File: config.mk
export PLATFORM = sky130hd
export DESIGN_NAME = instr_fetch_unit
export DESIGN_NICKNAME = d
export VERILOG_FILES = /design/src/rtl/instr_fetch_unit.sv
export SDC_FILE = /design/constraint.sdc
export NUM_CORES = 1
export LEC_CHECK = 0
export CORE_UTILIZATION = 35
export DETAILED_ROUTE_END_ITERATION = 16
export DONT_BUFFER_PORTS = 1
export PLACE_DENSITY = 0.46
export SETUP_SLACK_MARGIN = 0.5
export SLEW_MARGIN = 15
export SYNTH_ARGS = -nofsm -noshare
export SYNTH_HDL_FRONTEND = slang
export SYNTH_SLANG_ARGS = --single-unit
export TNS_END_PERCENT = 30
File: constraint.sdc
create_clock -name Clock -period 3.2 [get_ports Clock]
set_clock_uncertainty 0.2 [all_clocks]
set_input_delay 0.64 -clock Clock [delete_from_list [all_inputs] [get_ports Clock]]
set_output_delay 0.64 -clock Clock [all_outputs]
set_load 0.02 [all_outputs]
File: src/rtl/instr_fetch_unit.sv
// Instruction fetch front end: PC generation, credit-limited memory requests,
// a 2-entry instruction buffer toward decode, and branch-redirect flushing.
//
// state  | meaning
// IDLE   | first cycle after reset release, nothing issued
// FETCH  | issuing fetches whenever credit allows
// HALTED | Halt held; in-flight words still land and drain to decode
module instr_fetch_unit #(
  parameter int unsigned         PC_WIDTH    = 16,
  parameter int unsigned         INSTR_WIDTH = 16,
  parameter logic [PC_WIDTH-1:0] RESET_PC    = 16'h0000
) (
  input  logic                   Clock,
  input  logic                   Reset,
  output logic                   IMemReq,
  output logic [PC_WIDTH-1:0]    IMemAddr,
  input  logic                   IMemGnt,
  input  logic                   IMemRdValid,
  input  logic [INSTR_WIDTH-1:0] IMemRdData,
  output logic                   InstrValid,
  output logic [INSTR_WIDTH-1:0] Instr,
  output logic [PC_WIDTH-1:0]    InstrPC,
  output logic [3:0]             OPCode,
  input  logic                   DecodeReady,
  input  logic                   Redirect,
  input  logic [PC_WIDTH-1:0]    RedirectPC,
  input  logic                   Halt
);

  typedef enum logic [1:0] {IDLE, FETCH, HALTED} state_t;

  localparam logic [PC_WIDTH-1:0] EVEN_MASK = {{(PC_WIDTH-1){1'b1}}, 1'b0};

  state_t                 state, state_next;
  logic [PC_WIDTH-1:0]    pc;
  logic [1:0]             outstanding, drop, fifo_count;
  logic [PC_WIDTH-1:0]    tag0, tag1;
  logic [INSTR_WIDTH-1:0] data0, data1;
  logic [PC_WIDTH-1:0]    dpc0, dpc1;
  logic [2:0]             credit;
  logic                   redirect_en, issue, rsp_drop, push, pop;

  always_ff @(posedge Clock or negedge Reset) begin
    if (!Reset) state <= IDLE;
    else        state <= state_next;
  end

  always_comb begin
    state_next = state;
    case (state)
      IDLE:    state_next = FETCH;
      FETCH:   if (Halt) state_next = HALTED;
      HALTED:  if (!Halt) state_next = FETCH;
      default: state_next = IDLE;
    endcase
  end

  assign redirect_en = Redirect && (state != IDLE);
  assign credit      = {1'b0, outstanding} + {1'b0, fifo_count};
  assign IMemReq     = (state == FETCH) && !Halt && !Redirect && (credit < 3'd2);
  assign IMemAddr    = pc;
  assign issue       = IMemReq && IMemGnt;
  assign rsp_drop    = IMemRdValid && (drop != 2'd0);
  assign push        = IMemRdValid && (drop == 2'd0) && !redirect_en;
  assign pop         = InstrValid && DecodeReady && !redirect_en;

  assign InstrValid = (fifo_count != 2'd0);
  assign Instr      = data0;
  assign InstrPC    = dpc0;
  assign OPCode     = data0[INSTR_WIDTH-1 -: 4];

  always_ff @(posedge Clock or negedge Reset) begin
    if (!Reset)           pc <= RESET_PC;
    else if (redirect_en) pc <= RedirectPC & EVEN_MASK;
    else if (issue)       pc <= pc + PC_WIDTH'(2);
  end

  always_ff @(posedge Clock or negedge Reset) begin
    if (!Reset) outstanding <= 2'd0;
    else        outstanding <= outstanding + {1'b0, issue} - {1'b0, IMemRdValid};
  end

  // Every request still in flight at a redirect is wrong-path; a response
  // landing in the redirect cycle is discarded too, so it leaves the count.
  always_ff @(posedge Clock or negedge Reset) begin
    if (!Reset)           drop <= 2'd0;
    else if (redirect_en) drop <= outstanding - {1'b0, IMemRdValid};
    else if (rsp_drop)    drop <= drop - 2'd1;
  end

  // Request PC tags, oldest in tag0; occupancy tracks outstanding.
  always_ff @(posedge Clock or negedge Reset) begin
    if (!Reset) begin
      tag0 <= '0;
      tag1 <= '0;
    end else begin
      case ({issue, IMemRdValid})
        2'b10: begin
          if (outstanding == 2'd0) tag0 <= pc;
          else                     tag1 <= pc;
        end
        2'b01: tag0 <= tag1;
        2'b11: begin
          if (outstanding == 2'd2) begin
            tag0 <= tag1;
            tag1 <= pc;
          end else begin
            tag0 <= pc;
          end
        end
        default: ;
      endcase
    end
  end

  always_ff @(posedge Clock or negedge Reset) begin
    if (!Reset) begin
      fifo_count <= 2'd0;
      data0      <= '0;
      data1      <= '0;
      dpc0       <= '0;
      dpc1       <= '0;
    end else if (redirect_en) begin
      fifo_count <= 2'd0;
    end else begin
      case ({push, pop})
        2'b10: begin
          if (fifo_count == 2'd0) begin
            data0 <= IMemRdData;
            dpc0  <= tag0;
          end else begin
            data1 <= IMemRdData;
            dpc1  <= tag0;
          end
          fifo_count <= fifo_count + 2'd1;
        end
        2'b01: begin
          data0      <= data1;
          dpc0       <= dpc1;
          fifo_count <= fifo_count - 2'd1;
        end
        2'b11: begin
          if (fifo_count == 2'd1) begin
            data0 <= IMemRdData;
            dpc0  <= tag0;
          end else begin
            data0 <= data1;
            dpc0  <= dpc1;
            data1 <= IMemRdData;
            dpc1  <= tag0;
          end
        end
        default: ;
      endcase
    end
  end

endmodule

# After elaboration in Yosys (flattened, before gate mapping)
# Index checks and enable logic that the tools add are counted.
dict set report op_classes {
  addsub 8
  magnitude_cmp 1
  eq_ne 18
  muxes 27
  bitwise 1
  n_reduce_logical 32
}
# op n
set ops {}
lappend ops {{$mux 16} 14}
lappend ops {{$pmux 16 s3} 3}
lappend ops {{$pmux 16 s2} 3}
lappend ops {{$add 16x2->16 const B} 1}
lappend ops {{$ne 2x2->1 const B} 8}
lappend ops {{$reduce_bool 2->1} 7}
lappend ops {{$eq 2x2->1 const B} 6}
lappend ops {{$logic_and 1x1->1} 10}
lappend ops {{$mux 2} 5}
lappend ops {{$reduce_bool 3->1} 3}
lappend ops {{$eq 2x1->1 const B} 4}
lappend ops {{$logic_not 2->1} 4}
lappend ops {{$pmux 2 s3} 1}
lappend ops {{$reduce_and 3->1} 2}
lappend ops {{$pmux 2 s2} 1}
lappend ops {{$reduce_and 2->1} 2}
lappend ops {{$reduce_and 4->1} 1}
lappend ops {{$sub 2x1->2} 2}
lappend ops {{$sub 2x1->2 const B} 2}
lappend ops {{$add 2x2->3} 1}
lappend ops {{$logic_not 1->1} 3}
lappend ops {{$lt 3x2->1 const B} 1}
lappend ops {{$add 2x1->2} 1}
lappend ops {{$add 2x1->2 const B} 1}
lappend ops {{$not 1->1} 1}
dict set report word_totals {
  register_bits 120
  inputBits 39
  output_inout_bits 54
  elab_cells 98
}

# Logic depth before layout (Yosys ltp)
# Gate-level depths: netlist of the first run.
dict set report logic_depth {
  depth_word 8
  mapped_depth 12
  mapped_depth_nobuf 11
}

# Worst setup path after synthesis of the first run
# OpenSTA, ideal clock, no wires.
dict set report synth_path {
  path_type {register to register}
  from {register outstanding[0]}
  to {register tag0[15]}
  setup_time_ns 0.077
  t_arrival_ns 2.626
  path_slack_ns 0.297
  path_stages_with_launch 13
  n_path_buf 1
  synth_period_minus_slack_ns 2.903
  path_cell_list {dfrtp_1 inv_1 nor2_1 fa_1 nor2_1 nand3_1 inv_1 ha_1 nand2_1 o21bai_1 clkbuf_1 a22oi_1 a21oi_1}
}
dict set report synth_between {
  elab_chain_len 7
}
# element line_no
set synth_lines {}
lappend synth_lines {{start: declaration} 36} ;# logic [1:0] outstanding, drop, fifo_count;
lappend synth_lines {{start signal: assignment} 80} ;# else outstanding <= outstanding + {1'b0, issue} - {1'b0, IMemRdValid};
lappend synth_lines {{$add 2x2->3} 59} ;# assign credit = {1'b0, outstanding} + {1'b0, fifo_count};
lappend synth_lines {{$lt 3x2->1} 60} ;# assign IMemReq = (state == FETCH) && !Halt && !Redirect && (credit < 3'd2);
lappend synth_lines {{$logic_and 1x1->1} 60}
lappend synth_lines {{$logic_and 1x1->1} 62} ;# assign issue = IMemReq && IMemGnt;
lappend synth_lines {{$eq 2x2->1 or $eq 2x1->1 (tied branches)} 97} ;# case ({issue, IMemRdValid})
lappend synth_lines {{$ne 2x2->1 (no line) or $reduce_bool 3->1 (tied branches)} n/a}
lappend synth_lines {{$reduce_and 2->1 (no line)} n/a}
lappend synth_lines {{end signal: assignment} 99} ;# if (outstanding == 2'd0) tag0 <= pc;
lappend synth_lines {{end signal: assignment} 102} ;# 2'b01: tag0 <= tag1;
lappend synth_lines {{end signal: assignment} 105} ;# tag0 <= tag1;
lappend synth_lines {{end: declaration} 37} ;# logic [PC_WIDTH-1:0] tag0, tag1;
# Parallel ways exist; a longest one is shown, timed or not.
# A chain may end at the register's enable or synchronous reset.

# Worst setup path in the final report of the first run
dict set report layout_path {
  from {register outstanding[0]}
  to {output port IMemReq}
}
dict set report layout_between {
  elab_chain_len 3
}
# element line_no
set layout_lines {}
lappend layout_lines {{$add 2x2->3} 59}
lappend layout_lines {{$lt 3x2->1} 60}
lappend layout_lines {{$logic_and 1x1->1} 60}
lappend layout_lines {{end: declaration} 15} ;# output logic IMemReq,
# No other way between the ends.

==> impl_metrics.yaml, run 1 <==
power_and_ir_drop:
  power_density_mw_per_mm2: 1096
  peakVddDrop_v: 0.0003855
  p_int_mw: 4.295
  pwr-share-clk_pct: 26.4
  p_switching_mw: 2.622
  power_frac_seq_pct: 46.1
  power_frac_comb_pct: 27.5
  p_leak_nw: 2.792
  power_switching_share_pct: 37.90
clock_network:
  numCtsBuffers: 17
  cts-htree-levels: 4
  clkTransAtPathRegs_ns: 0.06
  clkLatencyLatePin_ns: 0.41
  cts_tree: "done"
  clkSinkCount: 118
  cts.path.max_buffers: 2
  cts_root_buf: "clkbuf_16"
sta:
  setup_tns_ns: 0
  post-route-min-period_ns: 2.706
  finalWorstSetupSlack_ns: 0.4940
  worstMarginPinSlew_ns: 0.9053
  fin_crit_sh_pct: 84.56
  slew_headroom_pct: 39.32
  clock.fmax_mhz: 369.6
  fin_hold_ws_ns: -0.2727
  setup_violations: 0
  hold_violations: 118
  drv_slew: 0
  rsz0062_at_grt: "true"
floorplanning:
  dieArea_mm2: 0.01597
  die_h_um: 126.4
  pin_count: 93
  start_util_pct: 35.75
  core_area_mm2: 0.01515
  die_x_um: 126.4
  std_cell_rows: 45
setup_path:
  reg2reg_to: "tag1[4]"
  startpoint: "outstanding[0]"
  rr_worst_depth: 9
  crit_fanout: 3
  worstSetupPathType: "flip-flop to output port"
  cp-start-kind: "flip-flop"
  r2r-start: "outstanding[0]"
  critPathRequiredTime_ns: 2.36
  cp.arrival_ns: 1.87
  cp-end-kind: "output port"
  rrSetupSlack_ns: 0.58
  crit_end: "IMemReq"
logic_synthesis:
  syn_avg_cell_area_um2: 10.70
  synth_nets: 557
  ys_top_cells_by_area: "dfrtp_1, mux2_2, a21oi_1"
  ys.flop_type: "dfrtp_1"
  ys_seq_area_share_pct: 54.54
  ys_ff_latch: 118
  ys_warn_count: 0
  syn_inst: 506
  synth_top_area_share_pct: 54.54
  yosysTopAreaCell: "dfrtp_1"
  syn-cell-area_mm2: 0.005414
  async_flop_share_pct: 100.0
  synth_edf_count: 0
  synth_cell_types: 49
layout:
  nNetsFinal: 562
  syn_to_final_growth_pct: 16.52
  fin_cells: 712
  post-route-util_pct: 41.65
  drive_above_1_share_pct: 23.85
  fillCellCount: 1469
  antenna_cells: 0
  fin_area_mm2: 0.006309
job:
  cap_violations: 0
detailed_routing:
  vias: 3760
  viasPerCell: 5.281
  route.detailed.drc: 0
  drtIter0Drc: 185
  routed_wl_um: 12520
  dr.pass1.iters: 4
  wire_per_inst_um: 17.59
  drtAntennaViolNets: 0
grt:
  overflow: 0
  grt_antenna_before_repair: 0
  grt_pass1_vias: 3818
  grt_start_max_net_pins: 119
  grt_use_total_pct: 16.96
  grt_pass1_wl_um: 20810
status:
  violations: "hold timing"
  status: "complete, but fails checks"
placement:
  dpl_cell_area_mm2: 0.005615
  place_inst: 674
  place_ws_ns: 0.2293
  place.gp.congestion: 0.7457
  io_buffer_count: 0
  dpl.hpwl_um: 7671
min_path:
  hold_class: "primary input to asynchronous set/reset pin"
-- layout by cell type (no fill, tap or decap), types with 2 or more instances in the layout --
master       n
buf_6        2
clkbuf_8     2
o21ai_0     10
nor4_1       2
and3_1       4
nor2_4       3
clkinv_2     7
a211oi_1     4
o21a_1       2
a21boi_0     2
a22oi_1     19
dfrtp_2      2
o31ai_1      3
buf_4       15
nor2b_1      2
o31a_1       2
nand4_1      9
nor2_1      47
a31oi_1      4
or4_1        3
inv_1       11
bufinv_16    2
dfrtp_1    116
clkbuf_1     3
clkbuf_16   17
nand2_1     55
or2_2        2
a22oi_2      5
o21ai_1      2
nand3_1      3
xor2_1       7
nand2b_1     3
ha_1        10
inv_2        2
mux2_2      47
a21oi_1     63
xnor2_1      7
-- metrics by stage --
| step | power [mW] | hold slack, ns |
|---|---|---|
| floorplan | 4.466 | 0.1444 |
| CTS | 6.954 | -0.2990 |
| global placement | 4.886 | 0.1471 |
| detailed placement | 4.965 | 0.1479 |
| finish | 6.917 | -0.2727 |
| global route | 7.406 | -0.3006 |
-- power groups by stage --
| stage | Combinational (mW) | Clock [mW] | Sequential (mW) |
|---|---|---|---|
| 5_1_grt | 2.16 | 1.94 | 3.31 |
| 6_report | 1.90 | 1.83 | 3.19 |
| 4_1_cts | 1.89 | 1.88 | 3.19 |
| 2_1_floorplan | 1.52 | 0 | 2.95 |
| 3_5_place_dp | 1.75 | 0 | 3.22 |
| 3_3_place_gp | 1.70 | 0 | 3.19 |
-- cells in the mapped netlist, drive strengths merged (2+ instances only) --
cell,number
dfrtp,118
a21oi,64
nand2,55
nor2,50
mux2,47
a22oi,24
clkbuf,18
buf,13
inv,13
o21ai,13
ha,11
nand4,9
xnor2,7
xor2,7
and3,5
nand3,5
a211oi,4
a31oi,4
nand2b,3
o31ai,3
or2,3
or4,3
a21boi,2
nor2b,2
nor3,2
nor4,2
o21a,2
o31a,2
-- kinds of logic after synthesis --
family          after synthesis  synth area share (%)
compound gates              124                 13.73
xor+xnor                     14                 2.265
fa+ha+maj                    12                 2.912
buf+inv                      44                 3.651
flops                       118                 54.54
mux                          48                 9.961
other cells                   1               0.06927
simple gates                145                 12.87
-- final cells by class --
class	instances	area [um^2]	share of cell area, %
clock buffer	22	464.2	7.358
clock inverter	10	103.9	1.646
inverter	13	48.80	0.7735
multi-input combinational	344	2366	37.50
sequential	118	2955	46.85
tap	188	235.2	3.729
timing repair buffer	17	135.1	2.142
-- per-layer routing --
layer / routed length [um] / up-vias / part of all wire, % / GRT usage (%)
li1: - / 1789 / - / -
met1: 5960 / 1872 / 48 / 22.62
met2: 5643 / 91 / 45 / 24.99
met3: 811 / 8 / 6.5 / 6.411
met4: 106 / 0 / 0.85 / 6.378
met5: 0 / - / 0 / 0
-- worst max-delay path, stage by stage (launching register included) --
cell and delay, ns:
dfrtp_2 0.37, inv_2 0.05, nor2_4 0.10, fa_2 0.48, or2_4 0.27, nor2_4 0.18
-- state kept, by name, indices dropped and copies added (netlist names) --
signal,cells
outstanding,2
IMemAddr,15
Instr,16
state,2
dpc1,16
fifo_count,2
InstrPC,16
drop,2
tag0,16
data1,16
tag1,15
-- repair_timing --
action                                 4_1_cts  5_1_grt
gates resized for setup                     13        8
setup endpoints to repair                   31       31
endpoints found under the hold margin      118      118
setup buffers                                4        2
pin swaps                                    4        3
-- how the worst min path moves through the flow --
stage | to | slack (ns)
3_5_place_dp | Instr[13] | 0.15
5_1_grt | Instr[5] | -0.30
2_1_floorplan | IMemAddr[10] | 0.14
4_1_cts | outstanding[0] | -0.30
6_report | Instr[5] | -0.27
3_3_place_gp | Instr[13] | 0.15
Note: power is estimated with default switching activity, not from simulation.
==> inputs of run 2 (changes only) <==
PLACE_DENSITY = 0.48   (was 0.46)
clock period = 2.4 ns   (was 3.2 ns; I/O delays follow)
==> run 2 against run 1 <==
  * The flow finishes with violations (hold timing, setup timing)
  * Global-route usage grew 1.4 points
  * Die area is the same
  * Cell area grew 15%
  * Non-clock buffer count grew 56
==> impl_metrics.yaml, run 2 (synthesized netlist as in run 1, its figures left out) <==
grt:
  grt_pass1_wl_um: 22400
  grt_pass1_vias: 4209
  grt_antenna_before_repair: 0
  overflow: 0
  grt_use_total_pct: 18.31
  grt_start_max_net_pins: 119
placement:
  dpl.hpwl_um: 7914
  dpl_cell_area_mm2: 0.005897
  place.gp.congestion: 0.7828
  place_ws_ns: -0.4245
  io_buffer_count: 0
detailed_routing:
  vias: 4061
  wire_per_inst_um: 17.54
  viasPerCell: 5.288
  route.detailed.drc: 0
  routed_wl_um: 13470
  drtIter0Drc: 198
  drtAntennaViolNets: 0
  dr.pass1.iters: 4
setup_path:
  max_stage_delay_ns: 0.50
  crit_slowest_cell: "fa_1"
  crit_fanout: 2
  cp-end-kind: "output port"
  cp_top_family: "adder cells"
  worstPathCellList: "inv_2, nor2_2, fa_1, buf_4, or2_4, nor2_4, buf_6"
  worstSetupPathType: "flip-flop to output port"
  cp.arrival_ns: 2.03
  cp-start-kind: "flip-flop"
  crit_buf_inv: 3
  critPathRequiredTime_ns: 1.72
layout:
  layout_commonest_cell: "dfrtp_1"
  layout_common_cells: "dfrtp_1, nand2_1, nor2_1"
  syn_to_final_growth_pct: 34.57
  nNetsFinal: 619
  drive_above_1_share_pct: 34.83
  fillCellCount: 1387
  antenna_cells: 0
  fin_area_mm2: 0.007286
job:
  cap_violations: 0
min_path:
  hold_class: "primary input to asynchronous set/reset pin"
clock_network:
  ctsHoldBuffers: 25
  cts_root_buf: "clkbuf_16"
  cts-htree-levels: 4
  clkSinkCount: 118
  clkTransAtPathRegs_ns: 0.05
  numCtsBuffers: 17
  cts.path.max_buffers: 2
  clkLatencyLatePin_ns: 0.41
  cts_tree: "done"
floorplanning:
  start_util_pct: 35.75
  core_area_mm2: 0.01515
  pin_count: 93
  dieArea_mm2: 0.01597
  die_x_um: 126.4
  std_cell_rows: 45
  die_h_um: 126.4
power_and_ir_drop:
  p_leak_nw: 3.179
  power_density_mw_per_mm2: 1420
  peakVddDrop_v: 0.0005699
  power_mw: 10.34
sta:
  post-route-min-period_ns: 2.713
  fin_crit_sh_pct: 113.1
  drv_slew: 0
  setup_violations: 42
  clock.fmax_mhz: 368.5
  fin_hold_ws_ns: -0.4390
  slew_headroom_pct: 66.85
  worstMarginPinSlew_ns: 0.4957
  hold_violations: 118
  rsz0062_at_grt: "true"
  finalWorstSetupSlack_ns: -0.3134
status:
  violations: "hold timing, setup timing"
  status: "complete, but fails checks"
-- run 2: cell types whose count changed in the layout (fill, tap and decap cells not counted), moves of 4 or more --
cell	previous run	this run
buf_12	0	7
buf_6	2	7
mux2_4	0	13
a21oi_2	1	22
a22oi_2	5	16
dlygate4sd3_1	0	25
ha_1	10	6
a21oi_1	63	42
a22oi_1	19	8
buf_4	15	33
mux2_2	47	34
-- run 2: final timing paths --
path | startpoint | end | slack, ns | depth (start not counted)
min in group Clock | IMemRdData[15] | data1[15] | 0.02 | 1
hold / removal | Reset | data1[13] | -0.44 | 0
setup / recovery | outstanding[0] | IMemReq | -0.31 | 7
setup reg to reg | outstanding[0] | IMemAddr[7] | -0.26 | 11
hold reg to reg | dpc1[0] | InstrPC[0] | 0.26 | 2
max in group asynchronous | Reset | outstanding[0] | 2.22 | 0
-- run 2: where the power goes --
group	total [mW]	switching [mW]	internal, mW
combinational	3.53	1.72	1.82
clock	2.69	0.883	1.81
sequential	4.12	1.21	2.91
total	10.3	3.81	6.54
-- run 2: worst reg2reg max path: stages, from the launching register on --
cell	delay, ns
dfrtp_2	0.40
inv_2	0.06
nor2_2	0.04
fa_1	0.50
buf_4	0.16
or2_4	0.24
buf_4	0.14
buf_6	0.12
nor3_4	0.25
buf_6	0.15
a311oi_1	0.09
a211oi_1	0.20
-- run 2: final cells by class --
type	count	area, um^2	share of cell area (%)
well taps	188	235.2	3.229
repair buffers	73	742.0	10.18
clock inverters	9	148.9	2.044
inverters	13	51.30	0.7041
clock buffers	22	474.2	6.509
flip-flops and latches	118	2954	40.55
multi-input cells	345	2680	36.79
-- run 2: through the flow --
stage | TNS [ns] | utilization, % | hold slack [ns] | cells
4_1_cts | -6.480 | 46.71 | -0.4633 | 765
5_1_grt | -11.83 | 48.10 | -0.4636 | 768
3_3_place_gp | -7.146 | 38.93 | -0.01264 | 698
2_1_floorplan | -3.517 | - | -0.01559 | 506
6_report | -7.035 | 48.10 | -0.4390 | 768
3_5_place_dp | -9.515 | 38.93 | -0.01324 | 698
-- run 2: repair_timing --
item / 4_1_cts / 5_1_grt
gates cloned: 2 / 0
buffers inserted: 9 / 3
hold endpoints to repair: 155 / 118
setup endpoints to repair: 115 / 112
pin swaps: 27 / 41
gates resized for setup: 46 / 47
-- run 2: metal layers --
layer | GRT usage [%] | vias to the layer above | part of all wire, %
li1 | - | 1914 | -
met1 | 23.65 | 2036 | 47
met2 | 28.47 | 87 | 46
met3 | 5.863 | 24 | 5.2
met4 | 7.442 | 0 | 1.8
met5 | 0 | - | 0
==> variant: new RTL, settings of run 2 <==
Make the reset (`Reset`) synchronous in 6 clocked blocks.
--- a/src/rtl/instr_fetch_unit.sv
+++ b/src/rtl/instr_fetch_unit.sv
@@ -40,7 +40,7 @@
   logic [2:0]             credit;
   logic                   redirect_en, issue, rsp_drop, push, pop;
 
-  always_ff @(posedge Clock or negedge Reset) begin
+  always_ff @(posedge Clock) begin
     if (!Reset) state <= IDLE;
     else        state <= state_next;
   end
@@ -69,27 +69,27 @@
   assign InstrPC    = dpc0;
   assign OPCode     = data0[INSTR_WIDTH-1 -: 4];
 
-  always_ff @(posedge Clock or negedge Reset) begin
+  always_ff @(posedge Clock) begin
     if (!Reset)           pc <= RESET_PC;
     else if (redirect_en) pc <= RedirectPC & EVEN_MASK;
     else if (issue)       pc <= pc + PC_WIDTH'(2);
   end
 
-  always_ff @(posedge Clock or negedge Reset) begin
+  always_ff @(posedge Clock) begin
     if (!Reset) outstanding <= 2'd0;
     else        outstanding <= outstanding + {1'b0, issue} - {1'b0, IMemRdValid};
   end
 
   // Every request still in flight at a redirect is wrong-path; a response
   // landing in the redirect cycle is discarded too, so it leaves the count.
-  always_ff @(posedge Clock or negedge Reset) begin
+  always_ff @(posedge Clock) begin
     if (!Reset)           drop <= 2'd0;
     else if (redirect_en) drop <= outstanding - {1'b0, IMemRdValid};
     else if (rsp_drop)    drop <= drop - 2'd1;
   end
 
   // Request PC tags, oldest in tag0; occupancy tracks outstanding.
-  always_ff @(posedge Clock or negedge Reset) begin
+  always_ff @(posedge Clock) begin
     if (!Reset) begin
       tag0 <= '0;
       tag1 <= '0;
@@ -113,7 +113,7 @@
     end
   end
 
-  always_ff @(posedge Clock or negedge Reset) begin
+  always_ff @(posedge Clock) begin
     if (!Reset) begin
       fifo_count <= 2'd0;
       data0      <= '0;
Behaviour: differs if Reset is asserted again (counterexample within 4 cycles, from zero or initial values and one cycle with Reset low); with Reset held inactive, the same outputs for 4 cycles.
==> variant against run 2 <==
The flow finishes with violations (setup timing); area after synthesis is 8.1% lower; setup slack hardly changed; sequential cell count is 3 lower; wire length is 1.5% higher; cell area is 5.1% lower; largest cell class is now multi-input gates; synthesized cell count is 14% higher.
Power is not compared: it rests on default switching activity, and its combinational part moved more than twofold at a synthesized area within 25%.
==> variant: results <==
[route]
drt_wl_total_microns = 13700
drt_pass1_iterations = 5
drt-initial-drc-count = 274
via_count = 4327

[timing]
worst_slack_ns = -0.313
setup_viol = 38
worst_slew_pin_slew_ns = 0.516

[logic_synthesis]
synth_warnings = 0
synthCells = 575
synth-async-reset-ratio_pct = 0
synth_flop_cell = dfxtp_1
yosys-top-cells-area = dfxtp_1 46%, a21oi_1 6.8%, o21ai_0 6.4%
synth_common_cells = 115 x dfxtp_1, 69 x nand2_1, 68 x a21oi_1
synth_cell_types = 49
seq_area_frac_synth_pct = 46.3

[global_route]
grt_pass1_wl_microns = 21400
antenna_found_initial = 0
grt_pass1_vias = 4188
grt.total_usage_pct = 19.0
grt_max_degree = 63

[setup_path]
reg2reg_slack_ns = -0.31
crit_path_top_delay_cell = fa_2
critPathMaxFanout = 15
critPathKind = register to register
slowest_delay_ns = 0.48
path_delay_family = adder cells
worstReg2RegEnd = tag1[7]$_SDFFE_PN0P_
arrival_ns = 2.80
r2r_start = fifo_count[0]$_SDFFE_PP0P_
r2r_cells = 13

[cts]
clk_path_buf_depth = 2
clock_latency_ns = 0.41
h-tree-depth = 4
cts_inserted_buffers = 17
path_clk_slew_ns = 0.05
cts-root-buf = clkbuf_16

[place]
hpwl_microns = 8500
gp_congestion = 0.758
place_inst = 756
port-buffer-count = 0

[status]
status = finished with violations
violations = setup timing

[min_path]
hp-class = input pin to register
holdCritStartpoint = IMemRdData[4]
whs_path_depth = 2

[power_and_ir_drop]
p_leak_nw = 2.69
vdd_drop_max_mv = 0.520
p_int_mw = 4.63

[finish]
stdcell_count = 819
drive_above_1_share_pct = 24.9
nets = 680
num_antenna_cells = 0
variant: metal layers:
| metal | track usage (%) | routed length (microns) |
|---|---|---|
| met1 | 24.7 | 6260 |
| met5 | 0 | 0 |
| met4 | 6.33 | 156 |
| met3 | 5.83 | 790 |
| met2 | 29.9 | 6470 |
variant: power groups by stage:
stage / clock network, mW / registers (mW) / logic (mW)
floorplan: 0 / 2.48 / 0.718
global placement: 0 / 2.51 / 0.998
detailed placement: 0 / 2.52 / 1.02
CTS: 2.79 / 2.49 / 1.21
global route: 2.88 / 2.52 / 1.46
finish: 2.74 / 2.49 / 1.33
variant: cell families after synthesis:
| family | Yosys count | synth area share, % |
|---|---|---|
| other | 1 | 0.0753 |
| muxes | 16 | 3.22 |
| AOI/OAI and AO/OA | 205 | 24.9 |
| buffers and inverters | 61 | 5.23 |
| and+or+nand+nor | 148 | 13.9 |
| xor gates and xnor gates | 13 | 2.29 |
| DFF | 115 | 46.3 |
| adders and majority gates | 16 | 4.12 |
variant: how the worst min path moves through the flow:
stage / end / slack [ns]
floorplan: data1[0]$_SDFFE_PN0P_ / 0.24
global placement: dpc1[6]$_SDFFE_PN0P_ / 0.24
detailed placement: dpc1[3]$_SDFFE_PN0P_ / 0.25
CTS: data1[9]$_SDFFE_PN0P_ / 0.001
global route: data1[9]$_SDFFE_PN0P_ / 0.0006
finish: data1[4]$_SDFFE_PN0P_ / 0.01
variant: per-stage QoR:
stage	hold WS [ns]	setup TNS (ns)	setup WS (ns)	area (sq um)
finish	0.0128	-8.48	-0.313	6910
global route	0.000604	-13.01	-0.435	6910
floorplan	0.237	-15.99	-0.512	5060
CTS	0.00142	-5.92	-0.231	6640
detailed placement	0.247	-8.44	-0.368	5480
global placement	0.242	-7.03	-0.313	5480
variant: repair_timing:
item / 4_1_cts / 5_1_grt
hold endpoints to repair: 13 / 0
endpoints found under the setup margin: 111 / 113
gates cloned: 1 / 0
hold buffers: 13 / 0
buffers inserted: 10 / 7
resized for setup: 60 / 52
pin swaps: 23 / 30
variant: layout make-up:
type	count	area [sq um]
multi-input combinational	400	2840
clock buffer	23	499
fill	1264	6970
inverter	15	65.1
tap	180	225
sequential	115	2310
timing repair buffer	77	828
clock inverter	9	148
variant: worst register-to-register path: stages (launching register included):
cell     delay (ns)
dfxtp_2        0.33
inv_2          0.05
nor2_4         0.10
fa_2           0.48
nor3b_4        0.24
nand2_2        0.10
inv_2          0.09
buf_4          0.11
ha_4           0.15
nor2_1         0.04
a211o_1        0.26
buf_12         0.17
mux2i_1        0.20
nor2_1         0.06
